**src/rtl/stop_watch_pkg.sv**
```systemverilog
// stop_watch_pkg: shared state encodings, BCD digit limits and display field layout
//   Optional feature macro used by this design: STOP_WATCH_DEBOUNCE_EN
package stop_watch_pkg;
  localparam int DIG_W   = 4;
  localparam logic [DIG_W-1:0] ONES_MAX = 4'd9;
  localparam logic [DIG_W-1:0] TENS_MAX = 4'd5;
  localparam int OFS_CS_O  = 0;
  localparam int OFS_CS_T  = 4;
  localparam int OFS_SEC_O = 8;
  localparam int OFS_SEC_T = 12;
  localparam int OFS_MIN_O = 16;
  localparam int OFS_MIN_T = 20;
  typedef enum logic [1:0] {
    S_IDLE  = 2'd0,
    S_RUN   = 2'd1,
    S_PAUSE = 2'd2,
    S_LAP   = 2'd3
  } sw_state_t;
  // Field order matches disp_bcd: {min_t,min_o,sec_t,sec_o,cs_t,cs_o}
  typedef struct packed {
    logic [DIG_W-1:0] min_t;
    logic [DIG_W-1:0] min_o;
    logic [DIG_W-1:0] sec_t;
    logic [DIG_W-1:0] sec_o;
    logic [DIG_W-1:0] cs_t;
    logic [DIG_W-1:0] cs_o;
  } bcd_time_t;
endpackage

```
**src/rtl/stop_watch_btn_cond.sv**
```systemverilog
// stop_watch_btn_cond: button synchroniser, optional debounce, rising-edge press pulse
//   Ports: clk, rst (async active-low), ms_tick (1 ms strobe), btn (async level),
//          press (one-clk pulse per accepted press)
//   Macro STOP_WATCH_DEBOUNCE_EN enables the DEB_MS-tick stability filter.
module stop_watch_btn_cond #(
  parameter int DEB_MS = 20
) (
  input  logic clk,
  input  logic rst,
  input  logic ms_tick,
  input  logic btn,
  output logic press
);
  logic [1:0] sync;
  logic       lvl;
  logic       lvl_q;
  always_ff @(posedge clk or negedge rst)
    if (!rst) sync <= '0;
    else      sync <= {sync[0], btn};
`ifdef STOP_WATCH_DEBOUNCE_EN
  logic [4:0] cnt;
  // Count ms ticks while the synchronised input disagrees with the accepted
  // level; any agreement restarts the window.
  always_ff @(posedge clk or negedge rst)
    if (!rst) begin
      lvl <= 1'b0;
      cnt <= '0;
    end else if (sync[1] == lvl) begin
      cnt <= '0;
    end else if (ms_tick) begin
      if (cnt == 5'(DEB_MS - 1)) begin
        lvl <= sync[1];
        cnt <= '0;
      end else begin
        cnt <= cnt + 5'd1;
      end
    end
`else
  logic unused_deb;
  assign lvl        = sync[1];
  assign unused_deb = ms_tick ^ (^5'(DEB_MS));
`endif
  always_ff @(posedge clk or negedge rst)
    if (!rst) begin
      lvl_q <= 1'b0;
      press <= 1'b0;
    end else begin
      lvl_q <= lvl;
      press <= lvl & ~lvl_q;
    end
endmodule

```
**src/rtl/stop_watch_run_ctl.sv**
```systemverilog
// stop_watch_run_ctl: stopwatch run/pause/lap FSM with BCD mm:ss.cc count and lap hold
//   Ports: clk, rst (async active-low), pls_1khz / pls_100hz (square waves),
//          btn_start / btn_lap (async buttons), disp_bcd (registered display digits),
//          state, running, lap_active, overflow (sticky wrap flag)
//   Macro STOP_WATCH_DEBOUNCE_EN enables button debouncing (DEB_MS ms window).
module stop_watch_run_ctl
  import stop_watch_pkg::*;
#(
  parameter int MAX_MIN = 59,
  parameter int DEB_MS  = 20
) (
  input  logic        clk,
  input  logic        rst,
  input  logic        pls_1khz,
  input  logic        pls_100hz,
  input  logic        btn_start,
  input  logic        btn_lap,
  output logic [23:0] disp_bcd,
  output logic [1:0]  state,
  output logic        running,
  output logic        lap_active,
  output logic        overflow
);
  localparam logic [3:0] MAX_T = 4'(MAX_MIN / 10);
  localparam logic [3:0] MAX_O = 4'(MAX_MIN % 10);
  sw_state_t state_q, state_n;
  bcd_time_t cnt_q, cnt_inc, lap_q;
  logic [23:0] disp_q;
  logic p100_q, p1k_q, cs_tick, ms_tick;
  logic start_press, lap_press;
  logic capture, clear, wrap, counting;
  logic c_cs, c_sec_o, c_sec, min_last;
  always_ff @(posedge clk or negedge rst)
    if (!rst) begin
      p100_q  <= 1'b0;
      p1k_q   <= 1'b0;
      cs_tick <= 1'b0;
      ms_tick <= 1'b0;
    end else begin
      p100_q  <= pls_100hz;
      p1k_q   <= pls_1khz;
      cs_tick <= pls_100hz & ~p100_q;
      ms_tick <= pls_1khz & ~p1k_q;
    end
  stop_watch_btn_cond #(.DEB_MS(DEB_MS)) u_start (
    .clk(clk), .rst(rst), .ms_tick(ms_tick), .btn(btn_start), .press(start_press)
  );
  stop_watch_btn_cond #(.DEB_MS(DEB_MS)) u_lap (
    .clk(clk), .rst(rst), .ms_tick(ms_tick), .btn(btn_lap), .press(lap_press)
  );
  // Start is checked first in every state, so a coincident lap pulse is dropped.
  always_comb begin
    state_n = state_q;
    capture = 1'b0;
    clear   = 1'b0;
    case (state_q)
      S_IDLE:  state_n = start_press ? S_RUN : S_IDLE;
      S_RUN: begin
        state_n = start_press ? S_PAUSE : lap_press ? S_LAP : S_RUN;
        capture = ~start_press & lap_press;
      end
      S_LAP:   state_n = start_press ? S_PAUSE : lap_press ? S_RUN : S_LAP;
      S_PAUSE: begin
        state_n = start_press ? S_RUN : lap_press ? S_IDLE : S_PAUSE;
        clear   = ~start_press & lap_press;
      end
      default: state_n = S_IDLE;
    endcase
  end
  always_ff @(posedge clk or negedge rst)
    if (!rst) state_q <= S_IDLE;
    else      state_q <= state_n;
  always_comb begin
    c_cs     = (cnt_q.cs_o == ONES_MAX) & (cnt_q.cs_t == ONES_MAX);
    c_sec_o  = c_cs & (cnt_q.sec_o == ONES_MAX);
    c_sec    = c_sec_o & (cnt_q.sec_t == TENS_MAX);
    min_last = (cnt_q.min_t == MAX_T) & (cnt_q.min_o == MAX_O);
    wrap     = c_sec & min_last;
    cnt_inc.cs_o  = (cnt_q.cs_o == ONES_MAX) ? 4'd0 : cnt_q.cs_o + 4'd1;
    cnt_inc.cs_t  = (cnt_q.cs_o != ONES_MAX) ? cnt_q.cs_t :
                    (cnt_q.cs_t == ONES_MAX) ? 4'd0 : cnt_q.cs_t + 4'd1;
    cnt_inc.sec_o = !c_cs ? cnt_q.sec_o :
                    (cnt_q.sec_o == ONES_MAX) ? 4'd0 : cnt_q.sec_o + 4'd1;
    cnt_inc.sec_t = !c_sec_o ? cnt_q.sec_t :
                    (cnt_q.sec_t == TENS_MAX) ? 4'd0 : cnt_q.sec_t + 4'd1;
    cnt_inc.min_o = !c_sec ? cnt_q.min_o :
                    (min_last || cnt_q.min_o == ONES_MAX) ? 4'd0 : cnt_q.min_o + 4'd1;
    cnt_inc.min_t = !c_sec ? cnt_q.min_t :
                    min_last ? 4'd0 :
                    (cnt_q.min_o == ONES_MAX) ? cnt_q.min_t + 4'd1 : cnt_q.min_t;
  end
  assign counting = cs_tick & (state_q == S_RUN || state_q == S_LAP);
  // Lap capture takes the pre-increment count even when a tick lands on the same edge.
  always_ff @(posedge clk or negedge rst)
    if (!rst) begin
      cnt_q    <= '0;
      lap_q    <= '0;
      overflow <= 1'b0;
      disp_q   <= '0;
    end else begin
      cnt_q    <= clear ? '0 : counting ? cnt_inc : cnt_q;
      lap_q    <= clear ? '0 : capture ? cnt_q : lap_q;
      overflow <= clear ? 1'b0 : (counting & wrap) | overflow;
      disp_q   <= (state_q == S_LAP) ? lap_q : cnt_q;
    end
  assign disp_bcd   = disp_q;
  assign state      = state_q;
  assign running    = (state_q == S_RUN) || (state_q == S_LAP);
  assign lap_active = (state_q == S_LAP);
endmodule

```
**config.mk**
```make
export PLATFORM = sky130hd
export DESIGN_NAME = stop_watch_run_ctl
export DESIGN_NICKNAME = d
export VERILOG_FILES = /design/src/rtl/stop_watch_pkg.sv /design/src/rtl/stop_watch_btn_cond.sv /design/src/rtl/stop_watch_run_ctl.sv
export SDC_FILE = /design/constraint.sdc
export NUM_CORES = 1
export LEC_CHECK = 0
export BUFFER_PORTS_ARGS = -buffer_cell sky130_fd_sc_hd__buf_2
export CAP_MARGIN = 20
export CELL_PAD_IN_SITES_DETAIL_PLACEMENT = 1
export CELL_PAD_IN_SITES_GLOBAL_PLACEMENT = 1
export CORE_MARGIN = 8
export CORE_UTILIZATION = 51
export CTS_BUF_LIST = sky130_fd_sc_hd__clkbuf_8 sky130_fd_sc_hd__clkbuf_16
export DETAILED_ROUTE_END_ITERATION = 8
export PLACE_DENSITY = 0.93
export SYNTH_ARGS = -nofsm -noshare
export SYNTH_HDL_FRONTEND = slang
export SYNTH_SLANG_ARGS = --single-unit
```
**constraint.sdc**
```tcl
create_clock -name clk -period 3.34 [get_ports clk]
set_input_delay 0.167 -clock clk [delete_from_list [all_inputs] [get_ports clk]]
set_output_delay 0.167 -clock clk [all_outputs]
set_load 0.01 [all_outputs]
```
# Word-level counts from Yosys, hierarchy flattened
# Cells that the tools add are included.
# totals
regBits,85
latch_bits,0
mem_bits_rw,0
mem_bits_ro,0
out_inout_bits,29
elab_cells,98
mem_count,0
# op_classes
n_addsub,6
multipliers,0
div_mod_pow,0
order_cmp,0
n_eq_ne,11
shifts,0
muxes,28
bitwise_logic,16
n_reduce_logical,14
# op_table
op,n
$mux 24,5
$mux 4,12
$add 4x1->4 const B,6
$eq 4x4->1 const B,4
$mux 2,6
$and 1x1->1,11
$reduce_bool 2->1,5
$eq 4x3->1 const B,2
$pmux 2 s4,1
$reduce_and 2->1,4
$eq 2x2->1 const B,2
$mux 1,4
$ne 4x4->1 const B,1
$not 1->1,4
$reduce_and 3->1,1
$reduce_bool 3->1,1
$eq 2x1->1 const B,1
$logic_not 2->1,1
$logic_or 1x1->1,2
$ne 2x1->1 const B,1
$or 1x1->1,1

# Logic depth before layout (Yosys ltp)
# depth
word_depth,8
mapped_depth,8

# By module
# From an unflattened synthesis, not the netlist that was laid out.
# unflattened
cells_unflattened,305
area_unflattened_um2,3762.4
# by_module_without_submodules
mod,n_inst,cells_per_inst,area_each_um2,seq_area_each_um2
stop_watch_run_ctl,1,295,3534.6,1976.9
stop_watch_btn_cond,2,5,113.9,100.1

# Worst setup path before layout
# OpenSTA, ideal clock, no wires.
# synth_path
kind,register to register
from,register cnt_q[1] (netlist name)
to,register cnt_q[22] (netlist name)
setup_time_ns,0.078
arrival_time_ns,1.694
required_time_ns,3.262
path_slack_ns,1.567
path_stages_with_launch,8
path_buffers,1
synth_period_minus_slack_ns,1.773
cell_sequence,dfrtp_1 -> inv_1 -> ha_1 -> and3b_1 -> buf_6 -> nand4_4 -> or4b_1 -> a21oi_1
# synth_via
elab_chain_len,6
# synth_lines
item,line,rtl
from (decl),stop_watch_run_ctl.sv:27,"bcd_time_t cnt_q, cnt_inc, lap_q;"
from (signal assigned),stop_watch_run_ctl.sv:101,cnt_q <= clear ? '0 : counting ? cnt_inc : cnt_q;
$eq 4x4->1,stop_watch_run_ctl.sv:74,c_cs = (cnt_q.cs_o == ONES_MAX) & (cnt_q.cs_t == ONES_MAX);
$and 1x1->1,stop_watch_run_ctl.sv:74,
$and 1x1->1,stop_watch_run_ctl.sv:75,c_sec_o = c_cs & (cnt_q.sec_o == ONES_MAX);
$and 1x1->1,stop_watch_run_ctl.sv:76,c_sec = c_sec_o & (cnt_q.sec_t == TENS_MAX);
$reduce_bool 2->1 (no line),n/a,
$reduce_and 3->1 (no line),n/a,
# No other way between the ends.
# A chain may end at the register's enable or synchronous reset.

# Worst setup path after layout
# layout_path
from,register cnt_q[1] (netlist name)
to,register cnt_q[21] (netlist name)
# Same word-level chain as after synthesis.

==> flow_summary_export.csv <==
group,metric,value,unit
run_status,status,"completed",
global_route,grt_pass1_vias,2832,
final_layout,num_antenna_cells,0,
synthesis,synth-main-ff-cell,"dfrtp_1",
synthesis,synth-edff-count,0,
place,placed_area,3890,um^2
drt,via_count,2555,
timing,finalSetupViolCount,0,
timing,slew_headroom,0.630,
synthesis,yosysMostFrequentCell,"dfrtp_1",
final_layout,finalNonFillerCells,442,
clock_tree,insertion_delay,0.36,ns
timing,period_share,0.691,
timing,tns,0,ns
clock_tree,cts-root-buf,"clkbuf_8",
global_route,grt_pass1_wl,14.9,mm
critical_path,crit_path_top_delay_cell,"or4_1",
floorplan,die_width,100,um
floorplan,num_io_pins,35,
place,gp_congestion,0.807,
timing,hold_violations,0,
global_route,grt-ovfl-total,0,
synthesis,syn_avg_cell_area,12.1,um^2
synthesis,synthCells,300,
clock_tree,clk_pin_slew,0.09,ns
drt,routed_wl,8.90,mm
synthesis,async_reset_ff_frac,1.00,
critical_path,slowest_delay,0.54,ns
critical_path,path_max_fanout,14,
timing,tightest_slew,0.555,ns
drt,first_pass_iters,4,
critical_path,crit_type,"register to register",
floorplan,start_util,0.532,
synthesis,synth_cell_types,44,
global_route,antenna_found_initial,0,
clock_tree,cts.sinks,85,
floorplan,core_area,6830,um^2
final_layout,drive_above_1_share,0.237,
place,place_inst,421,
place,io_buffers,33,
clock_tree,cts_setup_buffers,0,
synthesis,yosysSeqAreaShare,0.586,
run,drv_cap,0,
critical_path,cp.arrival,2.59,ns
synthesis,synth_top_area_frac,0.586,
drt,drc,0,
floorplan,die_area,10100,um^2
power,ir_worst_vdd,0.000359,V
final_layout,finalNetCount,359,
hold_path,min_path_type,"input port to asynchronous set/reset pin",
power,leakage,0.00206,uW
timing,fin_crit,2.31,ns
synthesis,yosysWarnings,0,
critical_path,crit_buf_inv,1,
drt,via_per_inst,5.78,
synthesis,ys_seq_elements,85,
synthesis,synthTopCellsByCount,"dfrtp_1 (85), a22o_1 (23), a21oi_1 (21), nand2_1 (21), o21ai_0 (18)",
critical_path,crit_family,"simple AND/OR/NAND/NOR gates",
timing,whs,0.268,ns
global_route,grt_max_degree,86,
drt,ant_nets,0,
floorplan,die_y,100,um
clock_tree,cts_buffer_depth,2,
synthesis,synth_top_area_cell,"dfrtp_1",
global_route,globalRouteTotalUtil,0.191,
timing,rsz0062_at_grt,"false",
drt,wl_per_cell,20.1,um
critical_path,critPathLaunchType,"register",
clock_tree,cts_tree,"built",
timing,slew_violations,0,
critical_path,cp-end-kind,"register",
critical_path,cp_cell_sequence,"inv_1 > ha_1 > and3b_1 > nand4_4 > or4_1 > a21oi_1",
synthesis,syn_nets,318,
synthesis,synthTopCellsByArea,"dfrtp_1 (59%), a22o_1 (5.5%), mux2_2 (5.3%)",
drt,drt_iter0_drc,113,
final_layout,fillCellCount,719,
floorplan,placementRows,30,
final_layout,syn_to_final_growth,15.9,%
final_layout,stdcell_area,4210,um^2
place,hpwl,5.41,mm
timing,skew,0.0111,ns
power,p_per_area,594,nW/um^2
clock_tree,cts_buffers,9,
synthesis,syn_area,3630,um^2
clock_tree,htreeDepth,3,
timing,max_freq,433,MHz
critical_path,critPathRequiredTime,3.63,ns
-- metrics by stage --
step	setup slack, ns	total power, uW	util
CTS	1.06	2520	0.611
global placement	1.28	1560	0.569
finish	1.03	2500	0.616
floorplan	1.57	1430	-
detailed placement	1.15	1590	0.569
global route	0.905	2600	0.616
-- worst paths after layout --
| path | slack (ns) | endpoint | cells past startpoint | start |
|---|---|---|---|---|
| max in group asynchronous | 2.48 | disp_bcd[20]$_DFF_PN0_ | 3 | rst |
| worst max register to register | 1.03 | cnt_q[21]$_DFFE_PN0P_ | 6 | cnt_q[1]$_DFFE_PN0P_ |
| worst max-delay path | 1.03 | cnt_q[21]$_DFFE_PN0P_ | 6 | cnt_q[1]$_DFFE_PN0P_ |
| worst min register to register | 0.36 | u_lap.sync[1]$_DFF_PN0_ | 0 | u_lap.sync[0]$_DFF_PN0_ |
| min in group clk | 0.36 | u_lap.sync[1]$_DFF_PN0_ | 0 | u_lap.sync[0]$_DFF_PN0_ |
| worst min-delay path | 0.27 | cnt_q[2]$_DFFE_PN0P_ | 2 | rst |
-- where the power goes --
| group | switching, uW | internal, uW |
|---|---|---|
| clock network | 373 | 539 |
| logic | 242 | 152 |
| registers | 92.8 | 1100 |
| total | 708 | 1790 |
-- final cells by class --
class	instances	area, um^2	area share
Clock inverter	5	106	0.0253
Multi-Input combinational cell	193	1400	0.332
Clock buffer	11	151	0.0359
Inverter	9	33.8	0.00802
Tap cell	96	120	0.0285
Sequential cell	85	2130	0.505
Timing Repair Buffer	43	273	0.0648
-- layout by cell type (no fill, tap or decap), types with 5 or more instances in the layout --
cell / n
inv_1: 9
nor4_1: 5
ha_1: 12
dfrtp_1: 85
o21ai_0: 18
buf_4: 6
a21oi_1: 21
clkbuf_8: 11
buf_2: 32
mux2_2: 17
nand3_1: 7
a22o_1: 23
nand2_1: 21
nor2_1: 16
nor3_1: 5
-- worst register-to-register path, stage by stage (launching register included) --
cell	delay, ns
dfrtp_1	0.44
inv_1	0.10
ha_1	0.28
and3b_1	0.43
nand4_4	0.24
or4_1	0.54
a21oi_1	0.19
-- layer usage --
metal,track usage,vias up,wire (um),share of wire
li1,-,1158,-,-
met1,0.237,1314,3820,0.43
met2,0.308,66,4450,0.50
met3,0.0484,17,441,0.050
met4,0.0860,0,188,0.021
met5,0,-,0,0
-- logic make-up after synthesis --
| logic type | count (synthesis) | share of synthesized area |
|---|---|---|
| compound gates | 70 | 0.127 |
| xor+xnor | 1 | 0.00241 |
| fa+ha+maj | 12 | 0.0413 |
| buf+inv | 22 | 0.0289 |
| flops | 85 | 0.586 |
| mux | 20 | 0.0610 |
| simple gates | 90 | 0.153 |
-- state kept, by name, summed over array words and instances, names as in the netlist --
register and cells:
u_start.sync 2, u_lap.press 1, u_lap.sync 2, u_start.lvl_q 1, cnt_q 24, u_lap.lvl_q 1, cs_tick 1, p100_q 1
u_start.press 1, state 2, overflow 1, lap_q 24, disp_bcd 24
-- timing repair --
action,in CTS,in global routing
hold buffers,3,1
hold endpoints to repair,3,26
gates resized for setup,0,0
endpoints found under the setup margin,0,0
(Power assumes the default switching activity.)
